## config.mk

```make
export PLATFORM = sky130hd
export DESIGN_NAME = decode_buffer
export DESIGN_NICKNAME = d
export VERILOG_FILES = /design/src/rtl/common_pkg.sv /design/src/rtl/pipes_pkg.sv /design/src/rtl/instr_decode.sv /design/src/rtl/decode_buffer.sv
export SDC_FILE = /design/constraint.sdc
export NUM_CORES = 1
export LEC_CHECK = 0
export ABC_AREA = 0
export BUFFER_PORTS_ARGS = -buffer_cell sky130_fd_sc_hd__buf_2
export CAP_MARGIN = 20
export CELL_PAD_IN_SITES_DETAIL_PLACEMENT = 0
export CELL_PAD_IN_SITES_GLOBAL_PLACEMENT = 2
export CORE_MARGIN = 2
export CORE_UTILIZATION = 46
export DETAILED_ROUTE_END_ITERATION = 10
export PLACE_DENSITY_LB_ADDON = 0.2
export SYNTH_ARGS = -nofsm -noshare
export SYNTH_HDL_FRONTEND = slang
export SYNTH_HIERARCHICAL = 1
export SYNTH_SLANG_ARGS = --single-unit
```

## constraint.sdc

```tcl
create_clock -name clk -period 8.13 [get_ports clk]
set_input_delay 1.626 -clock clk [delete_from_list [all_inputs] [get_ports clk]]
set_output_delay 1.626 -clock clk [all_outputs]
set_load 0.02 [all_outputs]
```

## src/rtl/common_pkg.sv

```systemverilog
// Machine-width types shared across the pipeline.
package common;
  localparam int XLEN = 64;
  typedef logic [31:0]     u32;
  typedef logic [XLEN-1:0] u64;
endpackage

```

## src/rtl/pipes_pkg.sv

```systemverilog
// Decoder control encoding and RV64 opcode/funct field constants.
package pipes;
  typedef enum logic [2:0] {
    OP_NONE, OP_RTYPE, OP_ITYPE, OP_STYPE, OP_BTYPE, OP_UTYPE, OP_JTYPE
  } op_t;

  typedef enum logic [3:0] {
    ALU_ADD, ALU_SUB, ALU_AND, ALU_OR, ALU_XOR, ALU_SLT, ALU_SLTU,
    ALU_LS, ALU_RS, ALU_SRS, ALU_PASSB
  } alufunc_t;

  typedef enum logic [2:0] {
    BR_NONE, BR_EQ, BR_NE, BR_LT, BR_GE, BR_LTU, BR_GEU
  } branch_t;

  localparam logic [1:0] WB_ALU = 2'd0, WB_MEM = 2'd1, WB_PC4 = 2'd2;
  localparam logic [1:0] MEM_NONE = 2'd0, MEM_RD = 2'd1, MEM_WR = 2'd2;

  typedef struct packed {
    op_t        op;
    alufunc_t   alufunc;
    logic       regWrite;
    logic       selectA;    // 1 = PC instead of rs1
    logic       selectB;    // 1 = immediate instead of rs2
    logic [1:0] wbSelect;
    logic [1:0] memRw;
    branch_t    branch;
    logic       pcSrc;      // unconditional jump
    logic       pcTarget;   // 1 = rs1 + imm, 0 = pc + imm
    logic       extAluOut;  // sign-extend low 32 bits of ALU result
  } control_t;

  localparam logic [6:0] OPC_LOAD      = 7'b0000011;
  localparam logic [6:0] OPC_OP_IMM    = 7'b0010011;
  localparam logic [6:0] OPC_AUIPC     = 7'b0010111;
  localparam logic [6:0] OPC_OP_IMM_32 = 7'b0011011;
  localparam logic [6:0] OPC_STORE     = 7'b0100011;
  localparam logic [6:0] OPC_OP        = 7'b0110011;
  localparam logic [6:0] OPC_LUI       = 7'b0110111;
  localparam logic [6:0] OPC_OP_32     = 7'b0111011;
  localparam logic [6:0] OPC_BRANCH    = 7'b1100011;
  localparam logic [6:0] OPC_JALR      = 7'b1100111;
  localparam logic [6:0] OPC_JAL       = 7'b1101111;

  localparam logic [2:0] F3_ADD = 3'b000, F3_SLL = 3'b001, F3_SLT = 3'b010, F3_SLTU = 3'b011;
  localparam logic [2:0] F3_XOR = 3'b100, F3_SR  = 3'b101, F3_OR  = 3'b110, F3_AND  = 3'b111;
  localparam logic [2:0] F3_DWORD = 3'b011;
  localparam logic [2:0] F3_BEQ = 3'b000, F3_BNE = 3'b001, F3_BLT  = 3'b100;
  localparam logic [2:0] F3_BGE = 3'b101, F3_BLTU = 3'b110, F3_BGEU = 3'b111;

  localparam logic [5:0] F6_NORM  = 6'b000000;
  localparam logic [5:0] F6_ARITH = 6'b010000;
  localparam logic [6:0] F7_NORM  = 7'b0000000;
  localparam logic [6:0] F7_ALT   = 7'b0100000;

  function automatic alufunc_t base_alu(input logic [2:0] f3);
    case (f3)
      F3_ADD:  return ALU_ADD;
      F3_SLL:  return ALU_LS;
      F3_SLT:  return ALU_SLT;
      F3_SLTU: return ALU_SLTU;
      F3_XOR:  return ALU_XOR;
      F3_SR:   return ALU_RS;
      F3_OR:   return ALU_OR;
      default: return ALU_AND;
    endcase
  endfunction
endpackage

```

## src/rtl/instr_decode.sv

```systemverilog
// Combinational RV64 decoder: raw instruction -> control word plus illegal flag.
// Illegal encodings produce an all-zero control word.
module instr_decode
  import common::*, pipes::*;
(
  input  u32       raw_instr,
  input  logic     enable_w,
  output control_t ctl,
  output logic     illegal
);
  logic [6:0] opcode, funct7;
  logic [2:0] funct3;
  logic [5:0] funct6;
  logic       is_w, alt, bad;
  control_t   c;
  logic       unused_fields;

  assign opcode        = raw_instr[6:0];
  assign funct3        = raw_instr[14:12];
  assign funct7        = raw_instr[31:25];
  assign funct6        = raw_instr[31:26];
  assign unused_fields = ^{raw_instr[24:15], raw_instr[11:7]};

  always_comb begin
    c    = '0;
    bad  = 1'b0;
    is_w = (opcode == OPC_OP_IMM_32) || (opcode == OPC_OP_32);
    alt  = (funct7 == F7_ALT);
    case (opcode)
      OPC_OP_IMM, OPC_OP_IMM_32: begin
        c.op        = OP_ITYPE;
        c.regWrite  = 1'b1;
        c.selectB   = 1'b1;
        c.extAluOut = is_w;
        c.alufunc   = base_alu(funct3);
        if (funct3 == F3_SLL) bad = (funct6 != F6_NORM);
        else if (funct3 == F3_SR) begin
          if (funct6 == F6_ARITH) c.alufunc = ALU_SRS;
          else bad = (funct6 != F6_NORM);
        end
        else bad = is_w && (funct3 != F3_ADD);
      end
      OPC_OP, OPC_OP_32: begin
        c.op        = OP_RTYPE;
        c.regWrite  = 1'b1;
        c.extAluOut = is_w;
        c.alufunc   = base_alu(funct3);
        if (alt) begin
          if (funct3 == F3_ADD) c.alufunc = ALU_SUB;
          else if (funct3 == F3_SR) c.alufunc = ALU_SRS;
          else bad = 1'b1;
        end
        else if (funct7 != F7_NORM) bad = 1'b1;
        if (is_w && !(funct3 inside {F3_ADD, F3_SLL, F3_SR})) bad = 1'b1;
      end
      OPC_LUI: begin
        c.op = OP_UTYPE; c.alufunc = ALU_PASSB; c.regWrite = 1'b1; c.selectB = 1'b1;
      end
      OPC_AUIPC: begin
        c.op = OP_UTYPE; c.alufunc = ALU_ADD; c.regWrite = 1'b1;
        c.selectA = 1'b1; c.selectB = 1'b1;
      end
      OPC_JAL: begin
        c.op = OP_JTYPE; c.regWrite = 1'b1; c.wbSelect = WB_PC4; c.pcSrc = 1'b1;
      end
      OPC_JALR: begin
        c.op = OP_JTYPE; c.regWrite = 1'b1; c.selectB = 1'b1; c.wbSelect = WB_PC4;
        c.pcSrc = 1'b1; c.pcTarget = 1'b1;
      end
      OPC_BRANCH: begin
        c.op = OP_BTYPE; c.alufunc = ALU_SUB;
        case (funct3)
          F3_BEQ:  c.branch = BR_EQ;
          F3_BNE:  c.branch = BR_NE;
          F3_BLT:  c.branch = BR_LT;
          F3_BGE:  c.branch = BR_GE;
          F3_BLTU: c.branch = BR_LTU;
          F3_BGEU: c.branch = BR_GEU;
          default: bad = 1'b1;
        endcase
      end
      OPC_LOAD: begin
        c.op = OP_ITYPE; c.alufunc = ALU_ADD; c.regWrite = 1'b1; c.selectB = 1'b1;
        c.wbSelect = WB_MEM; c.memRw = MEM_RD;
        bad = (funct3 != F3_DWORD);
      end
      OPC_STORE: begin
        c.op = OP_STYPE; c.alufunc = ALU_ADD; c.selectB = 1'b1; c.memRw = MEM_WR;
        bad = (funct3 != F3_DWORD);
      end
      default: bad = 1'b1;
    endcase
    if (is_w && !enable_w) bad = 1'b1;
    ctl     = bad ? '0 : c;
    illegal = bad;
  end
endmodule

```

## src/rtl/decode_buffer.sv

```systemverilog
// Instruction FIFO feeding a decoded output register; 2-edge latency, 1/cycle throughput.
// in_ready drops when the FIFO is full or on flush/reset; output holds while out_ready is low.
module decode_buffer
  import common::*, pipes::*;
#(
  parameter int DEPTH    = 4,
  parameter int ENABLE_W = 1
) (
  input  logic                   clk,
  input  logic                   reset,
  input  logic                   flush,
  input  logic                   in_valid,
  output logic                   in_ready,
  input  u64                     in_pc,
  input  u32                     in_instr,
  output logic                   out_valid,
  input  logic                   out_ready,
  output u64                     out_pc,
  output u32                     out_instr,
  output control_t               out_ctl,
  output logic                   out_illegal,
  output logic [$clog2(DEPTH):0] count
);
  localparam int         AW   = $clog2(DEPTH);
  localparam logic [AW:0] FULL = (AW+1)'(DEPTH);
  localparam logic        EN_W = (ENABLE_W != 0);

  typedef struct packed {
    u64 pc;
    u32 instr;
  } entry_t;

  entry_t         mem [DEPTH];
  logic [AW-1:0]  wr_ptr, rd_ptr;
  logic           push, pop;
  control_t       head_ctl;
  logic           head_ill;

  assign in_ready = !reset && !flush && (count < FULL);
  assign push     = in_valid && in_ready;
  // Refill the output register whenever it is empty or being consumed.
  assign pop      = (count != '0) && (!out_valid || out_ready);

  instr_decode u_decode (
    .raw_instr (mem[rd_ptr].instr),
    .enable_w  (EN_W),
    .ctl       (head_ctl),
    .illegal   (head_ill)
  );

  always_ff @(posedge clk) begin
    if (push) mem[wr_ptr] <= '{pc: in_pc, instr: in_instr};
  end

  always_ff @(posedge clk) begin
    if (reset) begin
      wr_ptr      <= '0;
      rd_ptr      <= '0;
      count       <= '0;
      out_valid   <= 1'b0;
      out_pc      <= '0;
      out_instr   <= '0;
      out_ctl     <= '0;
      out_illegal <= 1'b0;
    end else if (flush) begin
      wr_ptr    <= '0;
      rd_ptr    <= '0;
      count     <= '0;
      out_valid <= 1'b0;
    end else begin
      if (push) wr_ptr <= wr_ptr + AW'(1);
      if (pop) begin
        rd_ptr      <= rd_ptr + AW'(1);
        out_valid   <= 1'b1;
        out_pc      <= mem[rd_ptr].pc;
        out_instr   <= mem[rd_ptr].instr;
        out_ctl     <= head_ctl;
        out_illegal <= head_ill;
      end else if (out_ready) begin
        out_valid <= 1'b0;
      end
      case ({push, pop})
        2'b10:   count <= count + (AW+1)'(1);
        2'b01:   count <= count - (AW+1)'(1);
        default: ;
      endcase
    end
  end
endmodule

```

== After elaboration in Yosys (flattened, before gate mapping) ==
Memory sizes are Yosys's and may differ from the RTL's. A register that Yosys moved wholly into a read port is not among the register bits.
Index checks and enable logic that the tools add are counted.
Word-level totals
  register bits: 125
  input port bits: 101
  logic and storage cells: 118
  memory bits (writable): 384
  output and inout bits: 122
  memories: 1
Operators by class
  bitwise gates (word level): 1
  equal/unequal tests: 23
  reductions and logical operators: 33
  multiplexer cells: 37
  add/sub/neg operators: 4
  order comparisons: 1
Memories
  mem: depth 4, bits a word 96, rd ports 1, clocked after Yosys merged registers in 1, wr ports 1, line decode_buffer.sv:33  | entry_t mem [DEPTH];
Operators with widths (count)
  $pmux 3 s6: 2
  $eq 7x6->1 const B: 5
  $pmux 4 s7: 1
  $mux 4: 6
  $eq 7x5->1 const B: 3
  $eq 7x7->1 const B: 3
  $mux 20: 1
  $mux 1: 19
  $pmux 4 s4: 1
  $eq 3x3->1 const B: 4
  $reduce_or 2->1: 6
  $reduce_bool 3->1: 3
  $reduce_or 9->1: 1
  $pmux 2 s2: 2
  $reduce_or 4->1: 2
  $eq 7x2->1 const B: 1
  $reduce_bool 7->1: 1
  $reduce_or 7->1: 1
  $eq 3x2->1 const B: 2
  $eq 6x5->1 const B: 1
  $logic_and 1x1->1: 6
  $pmux 3 s2: 1
  $reduce_bool 6->1: 1
  $reduce_or 6->1: 1
  18 further kinds: 25

== Depth between registers and ports, before layout ==
  depth in word-level cells: 7
  depth in mapped cells: 13

== Modules after synthesis ==
Netlist, hierarchy kept.
Modules (own cells, without submodules)
  decode_buffer: seq. area each 14073.5 µm², instances 1, area an instance 19288.5 µm², cells each 1110
  instr_decode: seq. area each 0.0 µm², instances 1, area an instance 680.7 µm², cells each 106

== Least setup slack after synthesis ==
No wires, ideal clock.
  path type: input port to flip-flop
  start: input flush
  end: memory mem[0][0] (netlist bit), enable pin
  buffers on the path: 1
  setup slack: 3196 ps
  stages: 3
  data arrival time: 4469 ps
  required time: 7664 ps
  path through: buf_2 nor4b_4 and2_1
On the way
  longest elaborated chain between the ends: 6
RTL lines
  start: declaration: line decode_buffer.sv:11  | input logic flush,
  $logic_not 1->1: line decode_buffer.sv:39  | assign in_ready = !reset && !flush && (count < FULL);
  $logic_and 1x1->1 (2 in a row): line decode_buffer.sv:39
  $logic_and 1x1->1: line decode_buffer.sv:40  | assign push = in_valid && in_ready;
  $mux 1: line decode_buffer.sv:52  | if (push) mem[wr_ptr] <= '{pc: in_pc, instr: in_instr};
  $mux 1 (implied by the code): line decode_buffer.sv:52
  end: declaration: line decode_buffer.sv:33
No other way between the ends.

== Final worst setup path ==
  start: input flush
  end: output in_ready
On the way
  longest elaborated chain between the ends: 3
RTL lines
  $logic_not 1->1: line decode_buffer.sv:39
  $logic_and 1x1->1 (2 in a row): line decode_buffer.sv:39
  end: declaration: line decode_buffer.sv:13  | output logic in_ready,
No other way between the ends.

==> results.sh <==
export IMPL_first_pass_iters=8
export IMPL_final_min_clock_period_ns=4.92
export IMPL_ant_nets=0
export IMPL_grt_use_met1=0.300
export IMPL_grt_pass1_wl_mm=73.6
export IMPL_post_dp_hpwl_mm=28.4
export IMPL_p_leak_nw=7.73
export IMPL_yosysTopAreaCellShare=0.577
export IMPL_num_vias=11700
export IMPL_fin_ws_ns=3.21
export IMPL_mostFrequentLayoutCells="384 x edfxtp_1, 220 x buf_2, 125 x dfxtp_1"
export IMPL_final_hold_violation_count=0
export IMPL_rsz0062_at_grt="no"
export IMPL_synth_edf_count=384
export IMPL_status="finished, final reports clean"
export IMPL_cp_cell_sequence="buf_4, clkinv_2, nand2_1, nor2_1, buf_2"
export IMPL_crit_path_end="in_ready"
export IMPL_slew_violations=0
export IMPL_ff2ff_setup_slack_ns=3.79
export IMPL_grt_util_met2=0.355
export IMPL_ys_ff_latch=511
export IMPL_cts_max_level=2
export IMPL_grt_pass1_vias=11800
export IMPL_combPwrFrac=0.044
export IMPL_layout_commonest_cell="edfxtp_1"
export IMPL_fin_area_um2=23000
export IMPL_critPathArrivalTime_ns=3.29
export IMPL_path_max_fanout=55
export IMPL_die_y_um=212
export IMPL_yosys_most_used_dff="edfxtp_1"
export IMPL_syn_num_nets=1323
export IMPL_drive_above_1_share=0.305
export IMPL_grt_remaining_overflow=0
export IMPL_grt_max_degree=71
export IMPL_drt_total_wl_mm=49.1
export IMPL_rows=76
export IMPL_nets=1501
export IMPL_cts_tree="built"
export IMPL_cts_made_buffers=51
export IMPL_setup_viol=0
export IMPL_ff2ff_path_depth=9
export IMPL_initial_utilization=0.465
export IMPL_io_pin_count=223
export IMPL_clkSinkCount=511
export IMPL_cts_setup_buffers=0
export IMPL_cts_hold_buf=0
export IMPL_required_ns=6.50
export IMPL_syn_area_per_cell_um2=16.4
export IMPL_critPathSlowestCell="buf_4"
export IMPL_post_cts_resized=0
export IMPL_clkTransAtPathRegs_ns=0.06
export IMPL_power_frac_clock=0.426
export IMPL_ys_types=61
export IMPL_cts_root_buf="clkbuf_16"
export IMPL_antenna_found_initial=6
export IMPL_final_core_util=0.536
export IMPL_die_area_um2=45100
export IMPL_routed_via_density=5.79
export IMPL_remaining_drc_errors=0
export IMPL_port_buffers=222
export IMPL_fin_skew_ns=0.0217
export IMPL_reg2reg_to="out_ctl[10]"
export IMPL_die_x_um=212
export IMPL_hold_class="reg2reg"
export IMPL_globalRouteMet3Util=0.0499
export IMPL_drt_iter0_markers=837
export IMPL_tns_ns=0
export IMPL_hold_ws_ns=0.465
export IMPL_period_share=0.605
export IMPL_max_cap_viol_count=0
export IMPL_critPathMaxStageDelay_ns=0.52
export IMPL_crit_path_end_kind="output pin"
export IMPL_seq_power_share=0.530
export IMPL_synth_top_cell_by_area="edfxtp_1"
export IMPL_yosysWarnings=6
export IMPL_async_flop_share=0
export IMPL_grt_busiest_layer="met2"
export IMPL_netSwitchingFraction=0.212
export IMPL_p_switching_mw=1.14
export IMPL_ir_worst_vdd_v=0.000142
export IMPL_syn_area_um2=20000
export IMPL_grt_usage=0.220
export IMPL_synthToLayoutAreaGrowth_pct=15.4
export IMPL_tightest_slew_ns=1.03
export IMPL_place_gp_congestion=0.797
export IMPL_timing_fmax_mhz=203
export IMPL_relSlewSlack=0.310
export IMPL_syn_inst=1216
export IMPL_p_int_mw=4.23
export IMPL_post_dp_cell_area_um2=21400
export IMPL_core_area_um2=43000
export IMPL_start_kind="input port"
export IMPL_crit_type="in2out"
export IMPL_wl_per_cell_um=24.3
export IMPL_startpoint="flush"
export IMPL_synthTopCellsByArea="edfxtp_1 58%, dfxtp_1 13%, mux4_2 11%"
export IMPL_pwr_density_cell_nw_per_um2=233
export IMPL_fillers=3625
export IMPL_ys_seq_area_frac=0.705
export IMPL_cts_max_path_buffers=3
export IMPL_post_place_ws_ns=3.21
export IMPL_clock_latency_ns=0.59
critical path: cells and delay by family:
family / cells / cell delay [ns]
buf+inv: 3 / 1.15
simple gates: 2 / 0.47
metal layers:
layer	up-vias	wire, um
li1	5282	-
met1	6047	21100
met2	316	23900
met3	71	3030
met4	6	1060
met5	-	47
cell families (layout without fill, tap and decap cells):
| family | Yosys count | after routing | synth area share |
|---|---|---|---|
| buffers and inverters | 156 | 375 | 0.0389 |
| other | 1 | 5 | 0.000188 |
| DFF | 511 | 511 | 0.705 |
| AOI/OAI and AO/OA | 270 | 270 | 0.0874 |
| and+or+nand+nor | 170 | 170 | 0.0536 |
| xor gates and xnor gates | 4 | 4 | 0.00175 |
| muxes | 98 | 98 | 0.109 |
| adders and majority gates | 6 | 6 | 0.00414 |
cells in the mapped netlist, types with 2 or more instances:
library cell,n
buf_12,5
nand2b_1,5
nor3_2,6
ha_1,5
nor2b_1,3
edfxtp_1,384
o21ai_0,22
xnor2_1,2
a31oi_1,5
nand4_1,86
mux4_2,96
or2_2,2
o31ai_1,89
mux2i_1,2
buf_4,12
nand3_1,4
nor4b_1,2
clkbuf_1,54
nand2_1,9
dfxtp_1,127
or3_1,4
nor2_1,19
buf_6,3
buf_1,8
or4_1,2
inv_1,41
o21ai_1,16
nor3_1,6
and2_1,6
xor2_1,2
nand3b_1,4
a21oi_1,94
o311ai_0,33
buf_2,31
layout make-up:
type                            count  area (um2)  share of cell area
Antenna cell                        4        10.0            0.000434
Clock buffer                       77        1530              0.0663
Clock inverter                     17         110             0.00478
Inverter                           42         159             0.00690
Multi-Input combinational cell    549        5150               0.224
Sequential cell                   511       14100               0.611
Tap cell                          585         732              0.0318
Timing Repair Buffer              239        1260              0.0549
through the flow:
step | std cells | total power, mW
after floorplan | 1216 | 3.04
after global placement | 1925 | 3.13
after detailed placement | 1926 | 3.14
after CTS | 2020 | 5.42
after global routing | 2020 | 5.54
final | 2024 | 5.37
registers in the layout (all words and copies together), names as in the netlist, named ones only:
register	cells
count	3
wr_ptr	2
mem	384
out_valid	1
out_pc	64
out_ctl	20
out_illegal	1
out_instr	32
rd_ptr	2
worst min-delay path by stage:
stage          startpoint    endpoint  cells past startpoint
2_1_floorplan   rd_ptr[1]   flip-flop                      2
3_3_place_gp   out_pc[27]  out_pc[27]                      2
3_5_place_dp   out_pc[12]  out_pc[12]                      2
4_1_cts         out_pc[2]   out_pc[2]                      2
5_1_grt         out_pc[6]   out_pc[6]                      2
6_report        out_pc[2]   out_pc[2]                      2
power by group through the flow:
| stage | sequential [mW] | clock [mW] | combinational [mW] |
|---|---|---|---|
| after floorplan | 2.91 | 0 | 0.128 |
| after global placement | 2.90 | 0 | 0.234 |
| after detailed placement | 2.90 | 0 | 0.239 |
| after CTS | 2.85 | 2.33 | 0.239 |
| after global routing | 2.85 | 2.43 | 0.258 |
| final | 2.85 | 2.29 | 0.237 |
(Power assumes the default switching activity.)
